==> config.mk <==
export PLATFORM = sky130hd
export DESIGN_NAME = map_ram_arbiter
export DESIGN_NICKNAME = d
export VERILOG_FILES = /design/src/rtl/map_ram_arbiter.sv
export SDC_FILE = /design/constraint.sdc
export NUM_CORES = 1
export LEC_CHECK = 0
export BUFFER_PORTS_ARGS = -buffer_cell sky130_fd_sc_hd__buf_2
export CORE_MARGIN = 1.5
export CORE_UTILIZATION = 28
export DETAILED_ROUTE_END_ITERATION = 8
export PLACE_DENSITY = 0.76
export SKIP_LAST_GASP = 1
export SLEW_MARGIN = 10
export SYNTH_ARGS = -nofsm -noshare
export SYNTH_HDL_FRONTEND = slang
export SYNTH_SLANG_ARGS = --single-unit
==> constraint.sdc <==
create_clock -name clk -period 1.71 [get_ports clk]
set_clock_uncertainty 0.2 [all_clocks]
set_input_delay 0.171 -clock clk [delete_from_list [all_inputs] [get_ports clk]]
set_output_delay 0.171 -clock clk [all_outputs]
set_load 0.05 [all_outputs]
==> src/rtl/map_ram_arbiter.sv <==
// map_ram_arbiter: shares the single-port tile-map RAM between renderer, Pac-Man and ghost logic
module map_ram_arbiter #(
  parameter int AW = 10,
  parameter int DW = 4
) (
  input  logic          clk,
  input  logic          reset,
  input  logic          r_req,
  input  logic [AW-1:0] r_addr,
  output logic          r_valid,
  input  logic          p_req,
  input  logic          p_we,
  input  logic          p_lock,
  input  logic [AW-1:0] p_addr,
  input  logic [DW-1:0] p_wdata,
  output logic          p_gnt,
  output logic          p_rvalid,
  input  logic          g_req,
  input  logic          g_we,
  input  logic          g_lock,
  input  logic [AW-1:0] g_addr,
  input  logic [DW-1:0] g_wdata,
  output logic          g_gnt,
  output logic          g_rvalid,
  output logic [DW-1:0] rd_data,
  output logic          mem_en,
  output logic          mem_we,
  output logic [AW-1:0] mem_addr,
  output logic [DW-1:0] mem_wdata,
  input  logic [DW-1:0] mem_rdata
);
  typedef enum logic [1:0] {IDLE, LOCK_P, LOCK_G} lock_t;
  lock_t lock_q, lock_d;
  logic  fav_g_q, fav_g_d;
  logic  r_valid_q, r_valid_d;
  logic  p_rvalid_q, p_rvalid_d;
  logic  g_rvalid_q, g_rvalid_d;
  logic  p_ok, g_ok;
  // Renderer always wins; the lock owner is exclusive; otherwise round-robin picks P or G
  always_comb begin
    p_ok      = p_req && lock_q != LOCK_G;
    g_ok      = g_req && lock_q != LOCK_P;
    p_gnt     = !r_req && p_ok && (!g_ok || !fav_g_q);
    g_gnt     = !r_req && g_ok && !p_gnt;
    mem_en    = r_req || p_gnt || g_gnt;
    mem_we    = p_gnt ? p_we : g_gnt ? g_we : 1'b0;
    mem_addr  = r_req ? r_addr : p_gnt ? p_addr : g_gnt ? g_addr : '0;
    mem_wdata = p_gnt ? p_wdata : g_gnt ? g_wdata : '0;
    rd_data   = mem_rdata;
    r_valid   = r_valid_q;
    p_rvalid  = p_rvalid_q;
    g_rvalid  = g_rvalid_q;
  end
  // Next pointer, lock state and read-return flags; renderer cycles leave pointer and lock alone
  always_comb begin
    fav_g_d    = p_gnt ? 1'b1 : g_gnt ? 1'b0 : fav_g_q;
    lock_d     = p_gnt ? (p_lock ? LOCK_P : IDLE) : g_gnt ? (g_lock ? LOCK_G : IDLE) : lock_q;
    r_valid_d  = r_req;
    p_rvalid_d = p_gnt && !p_we;
    g_rvalid_d = g_gnt && !g_we;
  end
  // State registers with synchronous active-low reset
  always_ff @(posedge clk) begin
    if (!reset) begin
      lock_q     <= IDLE;
      fav_g_q    <= 1'b0;
      r_valid_q  <= 1'b0;
      p_rvalid_q <= 1'b0;
      g_rvalid_q <= 1'b0;
    end else begin
      lock_q     <= lock_d;
      fav_g_q    <= fav_g_d;
      r_valid_q  <= r_valid_d;
      p_rvalid_q <= p_rvalid_d;
      g_rvalid_q <= g_rvalid_d;
    end
  end
endmodule

==> summary.txt, run 1 <==
Timing
  • Setup TNS Final: -6.56 ns
  • Worst slew pin tran: 0.374 ns
  • Final setup margin: -0.423 ns
  • Final worst path period need: 2.13 ns
  • Hold Vio Cnt, Final: 0
  • Slew margin rel.: 74.9%
  • Fmax: 469 MHz
  • Final setup violation count: 18
  • Final Cycle Share: 125%
  • Max-slew violations: 0
  • RSZ-0062 raised after global routing: true

Yosys
  • Synth Area in XOR/XNOR: 0%
  • Count leader, synth: and2_1
  • Area of the mapped netlist: 581 um2
  • Synth top cells by count: and2_1 (13), a221o_2 (9), dfxtp_1 (6)
  • Synth Register Bits: 6
  • Synth Area in Compound Gates: 35.3%
  • Syn Area/Cell: 8.93 um2
  • Largest family of logic cells by synthesized area: compound AO/OA/AOI/OAI gates
  • Prevailing post-synth register cell: dfxtp_1
  • Post-synth EDFFs: 0
  • Post-synthesis simple-gate area fraction: 29.5%
  • Top post-synthesis cells by area: dfxtp_1 (21%), a221o_2 (17%), and2_1 (14%), a22o_2 (8.6%), buf_4 (5.2%)
  • Mux share of post-synthesis cell area: 0%
  • Post-synthesis adder-cell area fraction: 1.94%
  • Post-synthesis sequential area ratio: 20.7%
  • Fraction of registers with async set/reset: 0%
  • Mapped Cells: 65
  • Distinct cells, synth: 26
  • Syn_nets: 116
  • Synth Warn #: 0
  • Most area-hungry cell type in the Yosys netlist: dfxtp_1
  • Yosys top cell area share: 20.7%

Global route
  • Number of global-route vias before repair: 881
  • Initial antenna violation count: 0
  • GRT Util Overall: 21.4%
  • Largest net degree at the start of global routing: 11
  • First-pass GRT wire length: 3.97 mm
  • GRT overflow: 0

CTS
  • Clk root buf: clkbuf_4
  • Worst-path clk slew: 0.04 ns
  • CTS H-tree depth: 1
  • Clock buffer depth: 2
  • Clk_lat worst skew: 0.24 ns
  • Clk sink count: 6
  • CTS Buf Count: 3
  • CTS Hold Buffers Added: 0
  • TritonCTS clock tree: built

Critical path
  • Kind of critical path: reg2out
  • Crit path DAT: 1.76 ns
  • Crit-path max FO: 6
  • CP startpoint kind: register
  • CP required: 1.34 ns
  • CP endpoint kind: output pin

Power
  • Switching share of power: 39.9%
  • Maximum VDD drop: 0.376 mV
  • PD cells: 563 nW/um2
  • Internal power: 449 uW
  • Pleak: 0.000660 uW
  • Tot Pwr: 747 uW
  • Logic pwr share: 62.9%
  • Clock group share of total power: 16.9%
  • Sequential share of power: 20.2%
  • P_sw: 298 uW

Placed design
  • Cell count after placement: 159
  • DP Area: 980 um2
  • I/O Buffers: 67
  • Final Wtd Congestion: 0.836
  • DPL Wire Length: 1.56 mm
  • Pre-CTS WS: -0.191 ns

Layout
  • Layout area overhead: 128%
  • Diodes inserted: 0
  • Nets: 199
  • Fin cells: 173
  • Post-route cell area: 1330 um2
  • Share of layout cells above drive strength 1: 82.2%

Floorplan
  • Die ar.: 2360 um2
  • Die height: 48.5 um
  • Width of the die: 48.5 um
  • Core ar.: 1960 um2
  • Row cnt: 16
  • Initial Utilization: 29.6%
  • Top Ports: 76

Drt
  • Vias: 865
  • WL per Instance: 14.9 um
  • Detailed-route DRC error count: 0
  • Vias/cell: 5.00
  • WL final: 2.57 mm
  • DR iter-0 viols: 13
  • Antenna Nets Post-Route: 0
  • DRT Pass-1 Iters: 4

Run
  • MaxCap Viol Count: 0

Status
  • Status: complete, but fails checks
  • Failing checks: negative setup slack

Worst hold path
  • Hold WC Path Type: in2reg
==> final cells by class <==
cell class                 instances  area, um2
timing repair buffer              85        667
fill                             157        636
sequential                         6        124
tap                               27       33.8
multi-input combinational         50        472
clock buffer                       3       22.5
inverter                           2       7.51
==> path summary, 6_finish.rpt <==
kind	startpoint	end	cells past startpoint	slack, ns
setup / recovery	fav_g_q	mem_addr[2]	5	-0.42
hold reg to reg	lock_q[1]	lock_q[1]	3	0.45
setup reg to reg	fav_g_q	g_rvalid	7	-0.15
hold / removal	r_req	r_valid	2	0.03
==> registers in the layout, indices dropped and copies added (netlist names) <==
signal	cells
lock_q	2
fav_g_q	1
g_rvalid	1
p_rvalid	1
r_valid	1
==> layout by cell type (no fill, tap or decap), types with 10 or more instances in the layout <==
cell type	instances
buf_8	13
and2_1	13
buf_6	11
a221o_2	10
buf_2	49
buf_4	11
==> per-layer routing <==
layer / vias up / global-route usage, % / share of wire, %
met4: 0 / 7.14 / 1.9
met1: 404 / 21.6 / 35
met2: 44 / 39.8 / 57
met5: - / 0 / 0
met3: 6 / 8.64 / 6.7
li1: 411 / - / -
==> cells by family after synthesis <==
kind of cell | after synthesis
flops | 6
buf+inv | 10
simple gates | 26
compound gates | 22
fa+ha+maj | 1
==> critical path, stage by stage (launching register included) <==
cell and delay (ns):
dfxtp_2 0.32, nand2b_4 0.13, maj3_2 0.32, and3_4 0.22
a221o_2 0.37, buf_8 0.16
==> stage by stage <==
stage / utilization, % / hold WS, ns
3_5_place_dp: 49.9 / 0.142
2_1_floorplan: - / 0.0983
5_1_grt: 67.6 / 0.0215
6_report: 67.6 / 0.0262
3_3_place_gp: 49.9 / 0.142
4_1_cts: 62.9 / 0.0224
==> power by group through the flow <==
stage	combinational, uW	sequential (uW)	clock (uW)
2_1_floorplan	254	162	0
3_3_place_gp	338	153	0
6_report	470	151	126
4_1_cts	439	151	131
5_1_grt	490	152	148
3_5_place_dp	343	154	0
==> timing repair <==
action,in CTS,in global routing
endpoints found under the setup margin,17,21
setup buffers,6,4
pin swaps,12,4
gates cloned,1,0
gates resized for setup,53,15
No activity file was read; power rests on OpenSTA's default activity.
==> run 2: changes to the inputs <==
--- a/config.mk
+++ b/config.mk
@@ -6,7 +6,7 @@
 export NUM_CORES = 1
 export LEC_CHECK = 0
 export BUFFER_PORTS_ARGS = -buffer_cell sky130_fd_sc_hd__buf_2
-export CORE_MARGIN = 1.5
+export CORE_MARGIN = 2
 export CORE_UTILIZATION = 28
 export DETAILED_ROUTE_END_ITERATION = 8
 export PLACE_DENSITY = 0.76
==> summary.txt, run 2 (synthesis results as in run 1) <==
Critical path
  • Flop2flop setup slack: 0.01 ns (+0.16 ns)
  • Crit-path max FO: 6 (unchanged)
  • Setup crit start: fav_g_q
  • R2R cell count: 6 (-1)
  • Reg2reg start: fav_g_q
  • CP required: 1.34 ns (about the same)
  • CP startpoint kind: register
  • Crit path DAT: 1.75 ns (about the same)
  • Kind of critical path: reg2out
  • RR Endpoint: fav_g_q
  • CP endpoint kind: output pin
  • Critical Path End: mem_wdata[2]

Floorplan
  • Row cnt: 16 (unchanged)
  • Die height: 49.5 um (+2.1%)
  • Core ar.: 1960 um2 (unchanged)
  • Top Ports: 76 (unchanged)
  • Die ar.: 2450 um2 (+4.2%)
  • Width of the die: 49.5 um (+2.1%)
  • Initial Utilization: 29.6% (unchanged)

Layout
  • Most frequent cells in the layout: buf_2 (50), and2_1 (13), buf_8 (12)
  • Commonest non-fill, non-tap cell in the layout: buf_2
  • Largest Register: lock_q
  • Max reg flops: 2 (unchanged)
  • Diodes inserted: 0 (unchanged)
  • Nets: 194 (-2.5%)
  • Share of layout cells above drive strength 1: 79.4% (-2.8 points)
  • Layout area overhead: 116%

Placed design
  • DPL Wire Length: 1.66 mm (+6.4%)
  • I/O Buffers: 67 (unchanged)
  • Final Wtd Congestion: 0.799 (-4.4%)
  • Pre-CTS WS: -0.213 ns (-0.0213 ns)

Global route
  • Initial antenna violation count: 0 (unchanged)
  • Largest net degree at the start of global routing: 11 (unchanged)
  • GRT Util Overall: 20.3% (-1.1 points)
  • First-pass GRT wire length: 3.90 mm (-1.9%)
  • GRT overflow: 0 (unchanged)
  • Number of global-route vias before repair: 899 (+2.0%)

Status
  • Failing checks: negative setup slack
  • Status: complete, but fails checks

Timing
  • Slew margin rel.: 76.4% (+1.5 points)
  • Final setup margin: -0.406 ns (+0.0167 ns)
  • Final Cycle Share: 124% (-0.98 points)
  • Final worst path period need: 2.12 ns (-0.0167 ns)
  • Hold Vio Cnt, Final: 0 (unchanged)
  • Fmax: 472 MHz (+0.79%)
  • RSZ-0062 raised after global routing: true
  • Setup TNS Final: -6.14 ns (+0.419 ns)
  • Final setup violation count: 17 (-1)
  • Hold slack: 0.0377 ns (+0.0115 ns)
  • Worst slew pin tran: 0.351 ns (-0.0226 ns)
  • Max-slew violations: 0 (unchanged)

CTS
  • Clk sink count: 6 (unchanged)
  • CTS Hold Buffers Added: 0 (unchanged)
  • TritonCTS clock tree: built
  • Clock buffer depth: 2 (unchanged)
  • Clk_lat worst skew: 0.24 ns (about the same)
  • Clk root buf: clkbuf_4
  • CTS H-tree depth: 1 (unchanged)
  • Worst-path clk slew: 0.05 ns (about the same)
  • CTS Buf Count: 3 (unchanged)

Drt
  • WL per Instance: 15.0 um (+0.98%)
  • DRT Pass-1 Iters: 4 (unchanged)
  • Vias: 818 (-5.4%)
  • WL final: 2.52 mm (-1.9%)
  • Vias/cell: 4.87 (-2.6%)
  • Antenna Nets Post-Route: 0 (unchanged)
  • Detailed-route DRC error count: 0 (unchanged)
  • DR iter-0 viols: 17 (+4)

Power
  • Pleak: 0.000629 uW (-4.7%)
  • Maximum VDD drop: 0.484 mV (+29%)
  • PD cells: 585 nW/um2 (+4.0%)

Run
  • MaxCap Viol Count: 0 (unchanged)

Worst hold path
  • Hold WC Path Type: in2reg
## run 2: changes by cell type in the layout (fill, tap and decap cells not counted), sizes merged
cell / previous run / this run
buf: 85 / 80
## run 2: power by group
group,total (uW),internal [uW],switching [uW]
combinational,450,211,239
clock,132,79.5,52.1
sequential,152,147,4.78
total,734,438,296
## run 2: worst max-delay path, stage by stage (launching register included)
cell	delay, ns
dfxtp_2	0.33
nand2b_4	0.13
maj3_2	0.31
and3_4	0.21
buf_4	0.15
a22o_4	0.22
buf_8	0.15
## run 2: metrics by stage
stage / total power (uW) / instance area [um2] / instances / utilization, %
after floorplan: 416 / 614 / 65 / -
after global placement: 494 / 995 / 161 / 50.7
after detailed placement: 500 / 995 / 161 / 50.7
after CTS: 712 / 1200 / 167 / 61.3
after global routing: 761 / 1250 / 168 / 63.9
final: 734 / 1250 / 168 / 63.9
## run 2: layout make-up
cell class | instances | area, um2
Inverter | 2 | 7.51
Tap cell | 27 | 33.8
Multi-Input combinational cell | 50 | 453
Timing Repair Buffer | 80 | 613
Sequential cell | 6 | 124
Fill cell | 178 | 708
Clock buffer | 3 | 22.5
## run 2: per-layer routing
metal	GRT usage, %	share of wire, %	vias to the layer above	routed length, um
li1	-	-	402	-
met3	5.76	6.6	8	167
met4	10.6	3.4	0	85
met2	39.8	56	41	1410
met5	0	0	-	0
met1	18.4	34	367	860
## run 2: how the worst min path moves through the flow
| stage | slack (ns) | to | cells past startpoint | from |
|---|---|---|---|---|
| global placement | 0.14 | rd_data[2] | 0 | mem_rdata[2] |
| global route | 0.05 | p_rvalid | 2 | p_we |
| floorplan | 0.1 | r_valid | 1 | reset |
| CTS | 0.03 | p_rvalid | 2 | p_we |
| finish | 0.04 | r_valid | 2 | r_req |
| detailed placement | 0.14 | rd_data[2] | 0 | mem_rdata[2] |
## run 2: repair_timing
item / 4_1_cts / 5_1_grt
pin swaps: 11 / 4
gates cloned: 2 / 0
setup buffers: 1 / 1
resized for setup: 48 / 12
setup endpoints to repair: 18 / 20
==> run 3: changes to the inputs <==
--- a/config.mk
+++ b/config.mk
@@ -5,6 +5,7 @@
 export SDC_FILE = /design/constraint.sdc
 export NUM_CORES = 1
 export LEC_CHECK = 0
+export ABC_AREA = 1
 export BUFFER_PORTS_ARGS = -buffer_cell sky130_fd_sc_hd__buf_2
 export CORE_MARGIN = 2
 export CORE_UTILIZATION = 28
==> summary.txt, run 3 <==
Yosys
  • Syn Area/Cell: 6.12 um2 (-31%)
  • Mapped Cells: 95 (+46%)
  • Synth Register Bits: 6 (unchanged)
  • Fraction of registers with async set/reset: 0% (unchanged)
  • Post-synth EDFFs: 0 (unchanged)
  • Synth top cells by count: nand2_1 (44), nand3_1 (13), dfxtp_1 (6)
  • Area of the mapped netlist: 582 um2 (+0.22%)
  • Prevailing post-synth register cell: dfxtp_1
  • Distinct cells, synth: 19 (-27%)
  • Most area-hungry cell type in the Yosys netlist: nand2_1
  • Syn_nets: 146 (+26%)
  • Post-synthesis sequential area ratio: 20.6% (-0.044 points)
  • Yosys top cell area share: 28.4% (+7.7 points)
  • Top post-synthesis cells by area: nand2_1 (28%), dfxtp_1 (21%), nand3_1 (11%), nand2_2 (5.4%), nand3_2 (5.2%)
  • Count leader, synth: nand2_1
  • Synth Warn #: 0 (unchanged)

Power
  • Maximum VDD drop: 0.288 mV (-40%)
  • Sequential share of power: 20.8% (about the same)
  • PD cells: 572 nW/um2 (-2.3%)
  • Clock group share of total power: 17.6% (-0.3 points)
  • Pleak: 0.000709 uW (+13%)
  • Logic pwr share: 61.6% (+0.2 points)
  • Switching share of power: 44.5% (+4.1 points)
  • P_sw: 323 uW (+9.0%)
  • Internal power: 403 uW (-8.0%)

Floorplan
  • Row cnt: 16 (unchanged)
  • Top Ports: 76 (unchanged)
  • Die height: 49.6 um (+0.10%)
  • Die ar.: 2460 um2 (+0.20%)
  • Core ar.: 1960 um2 (unchanged)
  • Initial Utilization: 29.7% (+0.064 points)
  • Width of the die: 49.6 um (+0.10%)

Worst hold path
  • Hold Path Depth: 4 (+2)
  • Worst Hold End: r_valid
  • Hold path start: r_req
  • Hold WC Path Type: in2reg

Critical path
  • CP required: 1.34 ns (about the same)
  • Crit-path max FO: 8 (+2)
  • RR Endpoint: g_rvalid
  • Flop2flop setup slack: 0.36 ns (+0.35 ns)
  • R2R cell count: 7 (+1)
  • Reg2reg start: lock_q[1]
  • CP startpoint kind: register
  • CP endpoint kind: output pin
  • Crit path DAT: 1.42 ns (-0.33 ns)
  • Kind of critical path: reg2out

Timing
  • Setup TNS Final: -0.865 ns (+5.27 ns)
  • Hold slack: 0.133 ns (+0.0955 ns)
  • Final worst path period need: 1.79 ns (-0.325 ns)
  • Hold Vio Cnt, Final: 0 (unchanged)
  • Final Cycle Share: 105% (-19 points)
  • Final setup margin: -0.0816 ns (+0.325 ns)
  • RSZ-0062 raised after global routing: true
  • Slew margin rel.: 83.6% (+7.1 points)
  • Fmax: 558 MHz (+18%)
  • Final setup violation count: 16 (-1)
  • Max-slew violations: 0 (unchanged)
  • Worst slew pin tran: 0.248 ns (-0.103 ns)

Drt
  • WL final: 2.36 mm (-6.3%)
  • Vias/cell: 4.72 (-3.0%)
  • Vias: 926 (+13%)
  • Antenna Nets Post-Route: 0 (unchanged)
  • Detailed-route DRC error count: 0 (unchanged)
  • DR iter-0 viols: 26 (+9)
  • WL per Instance: 12.1 um (-20%)
  • DRT Pass-1 Iters: 7 (+3)

CTS
  • Clk root buf: clkbuf_4
  • Clk sink count: 6 (unchanged)
  • CTS H-tree depth: 1 (unchanged)
  • CTS Buf Count: 3 (unchanged)
  • Clk_lat worst skew: 0.24 ns (about the same)
  • TritonCTS clock tree: built
  • Worst-path clk slew: 0.04 ns (about the same)
  • Clock buffer depth: 2 (unchanged)

Layout
  • Layout area overhead: 118%
  • Most frequent cells in the layout: buf_2 (50), nand2_1 (31), nand2_2 (15)
  • Nets: 222 (+14%)
  • Largest Register: lock_q
  • Util after Layout: 64.7% (+0.77 points)
  • Diodes inserted: 0 (unchanged)
  • Max reg flops: 2 (unchanged)
  • Share of layout cells above drive strength 1: 69.8% (-9.6 points)
  • Commonest non-fill, non-tap cell in the layout: buf_2

Placed design
  • I/O Buffers: 67 (unchanged)
  • Final Wtd Congestion: 0.710 (-11%)
  • Pre-CTS WS: 0.0396 ns (+0.252 ns)
  • DPL Wire Length: 1.55 mm (-6.9%)

Global route
  • Initial antenna violation count: 0 (unchanged)
  • GRT Util Overall: 19.5% (-0.77 points)
  • GRT overflow: 0 (unchanged)
  • Number of global-route vias before repair: 908 (+1.0%)
  • First-pass GRT wire length: 3.69 mm (-5.3%)
  • Largest net degree at the start of global routing: 18 (+7)

Run
  • MaxCap Viol Count: 0 (unchanged)

Status
  • Failing checks: negative setup slack
  • Status: complete, but fails checks
run 3: timing repair:
| action | CTS | global route |
|---|---|---|
| setup endpoints to repair | 17 | 18 |
| pin swaps | 6 | 4 |
| gates resized for setup | 56 | 25 |
| hold buffers | 5 | 0 |
| cloned | 2 | 0 |
| endpoints found under the hold margin | 5 | 0 |
| setup buffers | 1 | 2 |
run 3: routing by layer:
layer | vias to the layer above | routed length (um) | GRT usage [%] | share of wire, %
met3 | 2 | 134 | 3.64 | 5.7
met2 | 44 | 1390 | 39.3 | 59
met4 | 0 | 5 | 7.41 | 0.21
met1 | 435 | 830 | 19.1 | 35
li1 | 445 | - | - | -
met5 | - | 0 | 0 | 0
run 3: layout make-up:
type / instances / area (um2)
timing repair buffer: 76 / 552
timing repair inverter: 2 / 27.5
fill: 176 / 693
inverter: 7 / 41.3
clock buffer: 3 / 22.5
multi-input combinational: 75 / 469
sequential: 6 / 123
tap: 27 / 33.8
run 3: cells by family after synthesis:
logic type             Yosys count  share of synthesized area (%)
AND/OR/NAND/NOR                 72                           59.8
buffers and inverters           14                           17.0
flip-flops                       6                           20.6
AO/OA/AOI/OAI                    3                           2.58
run 3: power by group through the flow:
stage	combinational (uW)	clock [uW]	sequential (uW)
final	447	128	151
after global routing	471	137	151
after CTS	415	132	150
after detailed placement	326	0	152
after global placement	320	0	152
after floorplan	247	0	160
run 3: critical path: stages (launching register included):
cell and delay, ns:
dfxtp_2 0.31, inv_2 0.09, nor2_4 0.04, nor2_4 0.10, nand2_4 0.11, nand2_8 0.13
clkinv_8 0.09, nand2_2 0.07, nand3_2 0.07, buf_8 0.15
run 3: how the worst max path moves through the flow:
stage                               to  depth (start not counted)       from  slack (ns)
final                      mem_addr[0]                          9  lock_q[1]       -0.08
after detailed placement   mem_addr[9]                          9  lock_q[1]        0.04
after global placement     mem_addr[2]                          9  lock_q[1]         0.1
after global routing       mem_addr[0]                          9  lock_q[1]       -0.14
after CTS                 mem_wdata[2]                          9  lock_q[1]       -0.06
after floorplan           mem_wdata[0]                          9  lock_q[1]       0.008
run 3: through the flow:
step                      std cells  total power, uW  area [um2]
after global routing            196              759        1270
final                           196              725        1270
after CTS                       194              698        1170
after detailed placement        183              477         898
after floorplan                  95              407         587
after global placement          183              471         898
